$ cat src/rtl/serial_sub_pkg.sv
// Shared definitions for the bit-serial subtractor: state encoding and default operand width.
package serial_sub_pkg;

  localparam int unsigned DefaultWidth = 8;

  typedef enum logic [1:0] {
    StIdle = 2'd0,
    StRun  = 2'd1,
    StDone = 2'd2
  } state_e;

endpackage

$ cat src/rtl/full_sub.sv
// One-bit full subtractor: diff = a - b - c_in, borrow set when the result went negative.
module full_sub (
  input  logic a,
  input  logic b,
  input  logic c_in,
  output logic diff,
  output logic borrow
);

  assign diff   = a ^ b ^ c_in;
  assign borrow = (~a & b) | (~a & c_in) | (b & c_in);

endmodule

$ cat src/rtl/serial_sub.sv
// Bit-serial subtractor, LSB first, one bit per clock; result valid WIDTH cycles after start.
// Optional signed-overflow output enabled by defining SERIAL_SUB_OVF_EN.
module serial_sub
  import serial_sub_pkg::*;
#(
  parameter int unsigned WIDTH = DefaultWidth
) (
  input  logic             clk,
  input  logic             rst,
  input  logic             start,
  input  logic [WIDTH-1:0] a,
  input  logic [WIDTH-1:0] b,
  input  logic             c_in,
  output logic             busy,
  output logic             done,
  output logic [WIDTH-1:0] diff,
`ifdef SERIAL_SUB_OVF_EN
  output logic             ovf,
`endif
  output logic             borrow
);

  localparam int unsigned CntW = (WIDTH > 1) ? $clog2(WIDTH) : 1;
  localparam logic [CntW-1:0] LastBit = CntW'(WIDTH - 1);

  state_e           state_q, state_d;
  // Minuend shifts out of the LSB while difference bits fill in from the MSB.
  logic [WIDTH-1:0] acc_q, acc_d;
  logic [WIDTH-1:0] b_q, b_d;
  logic             brw_q, brw_d;
  logic [CntW-1:0]  cnt_q, cnt_d;
  logic [WIDTH-1:0] diff_q, diff_d;
  logic             borrow_q, borrow_d;
`ifdef SERIAL_SUB_OVF_EN
  logic             ovf_q, ovf_d;
`endif

  logic bit_diff;
  logic bit_borrow;

  full_sub u_full_sub (
    .a      (acc_q[0]),
    .b      (b_q[0]),
    .c_in   (brw_q),
    .diff   (bit_diff),
    .borrow (bit_borrow)
  );

  always_comb begin
    state_d  = state_q;
    acc_d    = acc_q;
    b_d      = b_q;
    brw_d    = brw_q;
    cnt_d    = cnt_q;
    diff_d   = diff_q;
    borrow_d = borrow_q;
`ifdef SERIAL_SUB_OVF_EN
    ovf_d    = ovf_q;
`endif
    unique case (state_q)
      StIdle, StDone: begin
        if (start) begin
          acc_d   = a;
          b_d     = b;
          brw_d   = c_in;
          cnt_d   = '0;
          state_d = StRun;
        end else begin
          state_d = StIdle;
        end
      end
      StRun: begin
        acc_d = {bit_diff, acc_q[WIDTH-1:1]};
        b_d   = {1'b0, b_q[WIDTH-1:1]};
        brw_d = bit_borrow;
        if (cnt_q == LastBit) begin
          diff_d   = {bit_diff, acc_q[WIDTH-1:1]};
          borrow_d = bit_borrow;
`ifdef SERIAL_SUB_OVF_EN
          // brw_q is the borrow into the MSB on the last step.
          ovf_d    = brw_q ^ bit_borrow;
`endif
          state_d  = StDone;
        end else begin
          cnt_d = cnt_q + CntW'(1);
        end
      end
      default: state_d = StIdle;
    endcase
  end

  always_ff @(posedge clk) begin
    if (rst) begin
      state_q  <= StIdle;
      acc_q    <= '0;
      b_q      <= '0;
      brw_q    <= 1'b0;
      cnt_q    <= '0;
      diff_q   <= '0;
      borrow_q <= 1'b0;
`ifdef SERIAL_SUB_OVF_EN
      ovf_q    <= 1'b0;
`endif
    end else begin
      state_q  <= state_d;
      acc_q    <= acc_d;
      b_q      <= b_d;
      brw_q    <= brw_d;
      cnt_q    <= cnt_d;
      diff_q   <= diff_d;
      borrow_q <= borrow_d;
`ifdef SERIAL_SUB_OVF_EN
      ovf_q    <= ovf_d;
`endif
    end
  end

  assign busy   = (state_q == StRun);
  assign done   = (state_q == StDone);
  assign diff   = diff_q;
  assign borrow = borrow_q;
`ifdef SERIAL_SUB_OVF_EN
  assign ovf    = ovf_q;
`endif

endmodule

$ cat config.mk
export PLATFORM = sky130hd
export DESIGN_NAME = serial_sub
export DESIGN_NICKNAME = d
export VERILOG_FILES = /design/src/rtl/serial_sub_pkg.sv /design/src/rtl/full_sub.sv /design/src/rtl/serial_sub.sv
export SDC_FILE = /design/constraint.sdc
export NUM_CORES = 1
export LEC_CHECK = 0
export CAP_MARGIN = 15
export CORE_UTILIZATION = 55
export CTS_BUF_LIST = sky130_fd_sc_hd__clkbuf_8
export CTS_CLUSTER_DIAMETER = 200
export CTS_CLUSTER_SIZE = 28
export DETAILED_ROUTE_END_ITERATION = 6
export GPL_ROUTABILITY_DRIVEN = 0
export HOLD_SLACK_MARGIN = 0.15
export PLACE_DENSITY = 0.87
export SYNTH_ARGS = -nofsm -noshare
export SYNTH_HDL_FRONTEND = slang
export SYNTH_SLANG_ARGS = --single-unit
$ cat constraint.sdc
create_clock -name clk -period 4 [get_ports clk]
set_clock_uncertainty 0.05 [all_clocks]
set_input_delay 1 -clock clk [delete_from_list [all_inputs] [get_ports clk]]
set_output_delay 1 -clock clk [all_outputs]
set_load 0.01 [all_outputs]
Yosys cells after proc, flatten, opt, wreduce, memory -nomap -nowiden
Index checks and enable logic that the tools add are counted.
{"block": "classes", "n_eq_ne": 6, "n_mux": 12, "bitwise": 8, "n_reduce_logical": 6, "addsub": 1}
{"operator": "$pmux 8 s2", "count": 2}
{"operator": "$mux 8", "count": 2}
{"operator": "$mux 3", "count": 2}
{"operator": "$pmux 3 s2", "count": 1}
{"operator": "$ne 2x2->1 const B", "count": 2}
{"operator": "$pmux 2 s2", "count": 1}
{"operator": "$reduce_and 2->1", "count": 2}
{"operator": "$add 3x1->3 const B", "count": 1}
{"operator": "$and 1x1->1", "count": 3}
{"operator": "$eq 3x3->1 const B", "count": 1}
{"operator": "$reduce_and 3->1", "count": 1}
{"operator": "$eq 2x1->1 const B", "count": 1}
{"operator": "$eq 2x2->1 const B", "count": 1}
{"operator": "$logic_not 2->1", "count": 1}
{"operator": "$mux 1", "count": 2}
{"operator": "$mux 2", "count": 1}
{"operator": "$ne 2x1->1 const B", "count": 1}
{"operator": "$or 1x1->1", "count": 2}
{"operator": "$pmux 1 s2", "count": 1}
{"operator": "$reduce_bool 2->1", "count": 1}
{"operator": "$reduce_or 2->1", "count": 1}
{"operator": "$xor 1x1->1", "count": 2}
{"operator": "$not 1->1", "count": 1}
{"block": "totals", "reg_bits": 31, "wordCells": 40, "out_inout_bits": 11}

Longest topological paths before layout
{"block": "logic_depth", "ltp_word": 5, "depth_mapped": 6, "mapped_depth_nobuf": 5}

Hierarchy
Synthesis repeated with hierarchy kept, for this count alone.
{"block": "unflattened", "hier_cells": 161, "hier_area_um2": 1317.5}
{"mod": "serial_sub", "n_inst": 1, "area_per_inst_um2": 1290.0, "cells_each": 158}
{"mod": "full_sub", "n_inst": 1, "area_per_inst_um2": 27.5, "cells_each": 3}

Least setup slack after synthesis
No wires, ideal clock.
{"block": "synth_path", "path_kind": "reg2out", "from": "reg state_q[1]", "to": "out busy", "path_stages_with_launch": 5, "slack_ns": 2.197, "arrival_time_ns": 0.753, "required_ns": 2.950, "path_cell_list": "dfxtp_1 nand2b_1 buf_4 inv_2 buf_6"}
{"block": "synth_between", "elab_chain_cells": 1}
{"item": "start: declaration", "line_no": "serial_sub.sv:26", "rtl": "state_e state_q, state_d;"}
{"item": "start signal: assignment", "line_no": "serial_sub.sv:94", "rtl": "state_q <= StIdle;"}
{"item": "start signal: assignment", "line_no": "serial_sub.sv:105", "rtl": "state_q <= state_d;"}
{"item": "$eq 2x1->1", "line_no": "serial_sub.sv:118", "rtl": "assign busy = (state_q == StRun);"}
{"item": "end: declaration", "line_no": "serial_sub.sv:14", "rtl": "output logic busy,"}
No other way between the ends.

Worst setup path in the final report
Same ends and word-level chain as after synthesis.

==> out/qor.yml <==
outcome:
  status: "complete, no violations"
placement:
  port_buffers: 30
  hpwl_mm: 1.91
  detailedPlace.worstSlack_ps: 1380
  placed_area_sq_mm: 0.00158
grt:
  globalRouteTotalUtil_pct: 24.2
  grt_max_degree: 35
  grt_pass1_wl_mm: 4.57
  antenna_found_initial: 0
  gr-usage-met1_pct: 25.6
  use_met3_pct: 8.04
  first_global_vias: 1077
  overflow: 0
  grt_busiest_layer: "met2"
  met2_usage_pct: 41.7
detailed_routing:
  drtIter0Drc: 22
  num_vias: 1189
  final_antenna_net_count: 0
  drt-total-wl_mm: 2.89
  wl_per_cell_um: 13.6
  viasPerCell: 5.58
  drc: 0
  drt-pass1-iter-count: 4
timing:
  period_share_pct: 70.3
  drv_slew: 0
  min_period_ps: 2810
  rsz0062_at_grt: "false"
  fin_tns_setup_ps: 0
  setup_viol: 0
  fin_ws_ps: 1190
  hold_violations: 0
  fmax_mhz: 356
  max-slew-margin-rel_pct: 26.0
  tightest_slew_ps: 1110
setup_path:
  crit_family: "buffers and inverters"
  r2r_cells: 5
  path_cells: "nand2b_1 -> buf_4 -> inv_2 -> clkdlybuf4s50_1"
  critical_path.startpoint: "state_q[1]$_SDFFE_PP0P_"
  crit_path_top_delay_cell: "clkdlybuf4s50_1"
  path_max_fanout: 34
  cp.depth: 4
  critical_path_arrival_ps: 1760
  crit_type: "reg2out"
  endpoint: "busy"
  required_ps: 2950
  reg2reg_slack_ps: 2270
  r2r_end: "cnt_q[1]$_SDFFE_PP0P_"
  path_buf_inv: 3
  start_kind: "flop"
  end_kind: "output pin"
  crit_path_max_incr_delay_ps: 510
  r2r-start: "cnt_q[0]$_SDFFE_PP0P_"
floorplan:
  design.core.area_sq_mm: 0.00223
  placementRows: 17
  die_area_sq_mm: 0.00260
  die_h_um: 51.0
  die_x_um: 51.0
  num_io_pins: 31
  start_util_pct: 59.0
synthesis:
  synth_nets: 182
  synth_cells: 159
  ys_seq_area_share_pct: 47.1
  syn_area_sq_mm: 0.00132
  ys_ff_latch: 31
  ys_types: 21
  synth.avg_cell_area_sq_um: 8.29
  synth_warnings: 0
clocking:
  path_clk_slew_ps: 60
  h-tree-depth: 2
  tritoncts: "built"
  clock_sinks: 31
  cts_hold_buf: 0
  cts-root-buf: "clkbuf_8"
  post_cts_buffers: 0
  cts_buffer_depth: 2
  cts_resized: 0
  cts_inserted_buffers: 5
  clock_latency_ps: 280
layout:
  fillerInstances: 171
  area_growth_pct: 26.6
  post_route_cells_drive_above_1_share_pct: 5.41
  final_common_cell: "nand2_1"
  layout.nets: 208
  layout_common_cells: "nand2_1, dfxtp_1, clkdlybuf4s50_1"
  stdcell_area_sq_mm: 0.00167
  diodes: 0
power:
  vdd_drop_max_uv: 382
  p_per_area_mw_per_mm2: 403
  leakage_nw: 0.615
worst_hold_path:
  hold_class: "reg2reg"
job:
  maxCapViolations: 0
## power breakdown
group,total [mW],switching (mW),internal [mW]
sequential,0.342,0.0138,0.328
combinational,0.0894,0.0468,0.0426
clock,0.242,0.107,0.135
total,0.673,0.168,0.505
## final cells by class
cell class,instances,area (sq um),area share [%]
Sequential cell,31,621,37.2
Multi-Input combinational cell,113,603,36.1
Timing Repair Buffer,32,315,18.9
Clock buffer,6,82.6,4.95
Tap cell,28,35.0,2.10
Inverter,2,7.51,0.450
Clock inverter,1,5.00,0.300
## metal layers
layer / vias to the layer above / share of wire (%)
li1: 597 / -
met3: 11 / 5.6
met2: 36 / 49
met5: - / 0
met1: 545 / 42
met4: 0 / 2.9
## sequential cells by signal (all words and copies together) (netlist names)
signal / flops
brw_q: 1
state_q: 2
borrow: 1
diff: 8
acc_q: 8
b_q: 8
cnt_q: 3
## cell families after synthesis
| family | Yosys count | share of synthesized area (%) |
|---|---|---|
| adder cells (fa/ha/maj) | 3 | 3.42 |
| buffers and inverters | 15 | 7.21 |
| AND/OR/NAND/NOR | 78 | 25.3 |
| AO/OA/AOI/OAI | 32 | 17.0 |
| flip-flops | 31 | 47.1 |
## worst min-delay path by stage
stage                                    start                    to  slack, ps  cells past startpoint
after floorplan            b_q[7]$_SDFFE_PP0P_   b_q[7]$_SDFFE_PP0P_        400                      2
after global placement    diff[3]$_SDFFE_PP0P_  diff[3]$_SDFFE_PP0P_        390                      2
after detailed placement  diff[1]$_SDFFE_PP0P_  diff[1]$_SDFFE_PP0P_        400                      2
after CTS                 diff[1]$_SDFFE_PP0P_  diff[1]$_SDFFE_PP0P_        410                      2
after global routing      diff[0]$_SDFFE_PP0P_  diff[0]$_SDFFE_PP0P_        430                      2
final                     diff[1]$_SDFFE_PP0P_  diff[1]$_SDFFE_PP0P_        400                      2
## stage by stage
step / instances / hold WS [ps] / power, mW / util (%)
floorplan: 159 / 398 / 0.408 / -
global placement: 206 / 393 / 0.431 / 70.8
detailed placement: 206 / 398 / 0.436 / 70.8
CTS: 213 / 407 / 0.675 / 74.7
global route: 213 / 432 / 0.702 / 74.7
finish: 213 / 405 / 0.673 / 74.7
## worst register-to-register path, cell delays in order (launching register included)
cell and delay [ps]:
dfxtp_1 320, ha_1 200, ha_1 330, or3b_1 470, nand3_1 120, a21oi_1 80
## Yosys cell counts, drive strengths merged
library cell  count  area, sq um
dfxtp            31          621
a21oi            15         75.1
fa                1         20.0
nand3            13         65.1
ha                2         25.0
nor2             16         60.1
inv               2         7.50
a311oi           16          140
or3b              1         8.76
a2bb2oi           1         8.76
nor2b             2         12.5
clkbuf            3         11.3
buf              10         76.3
nand2            41          154
nand3b            1         7.51
nor3b             1         7.51
nand2b            3         18.8
No activity file was read; power rests on OpenSTA's default activity.
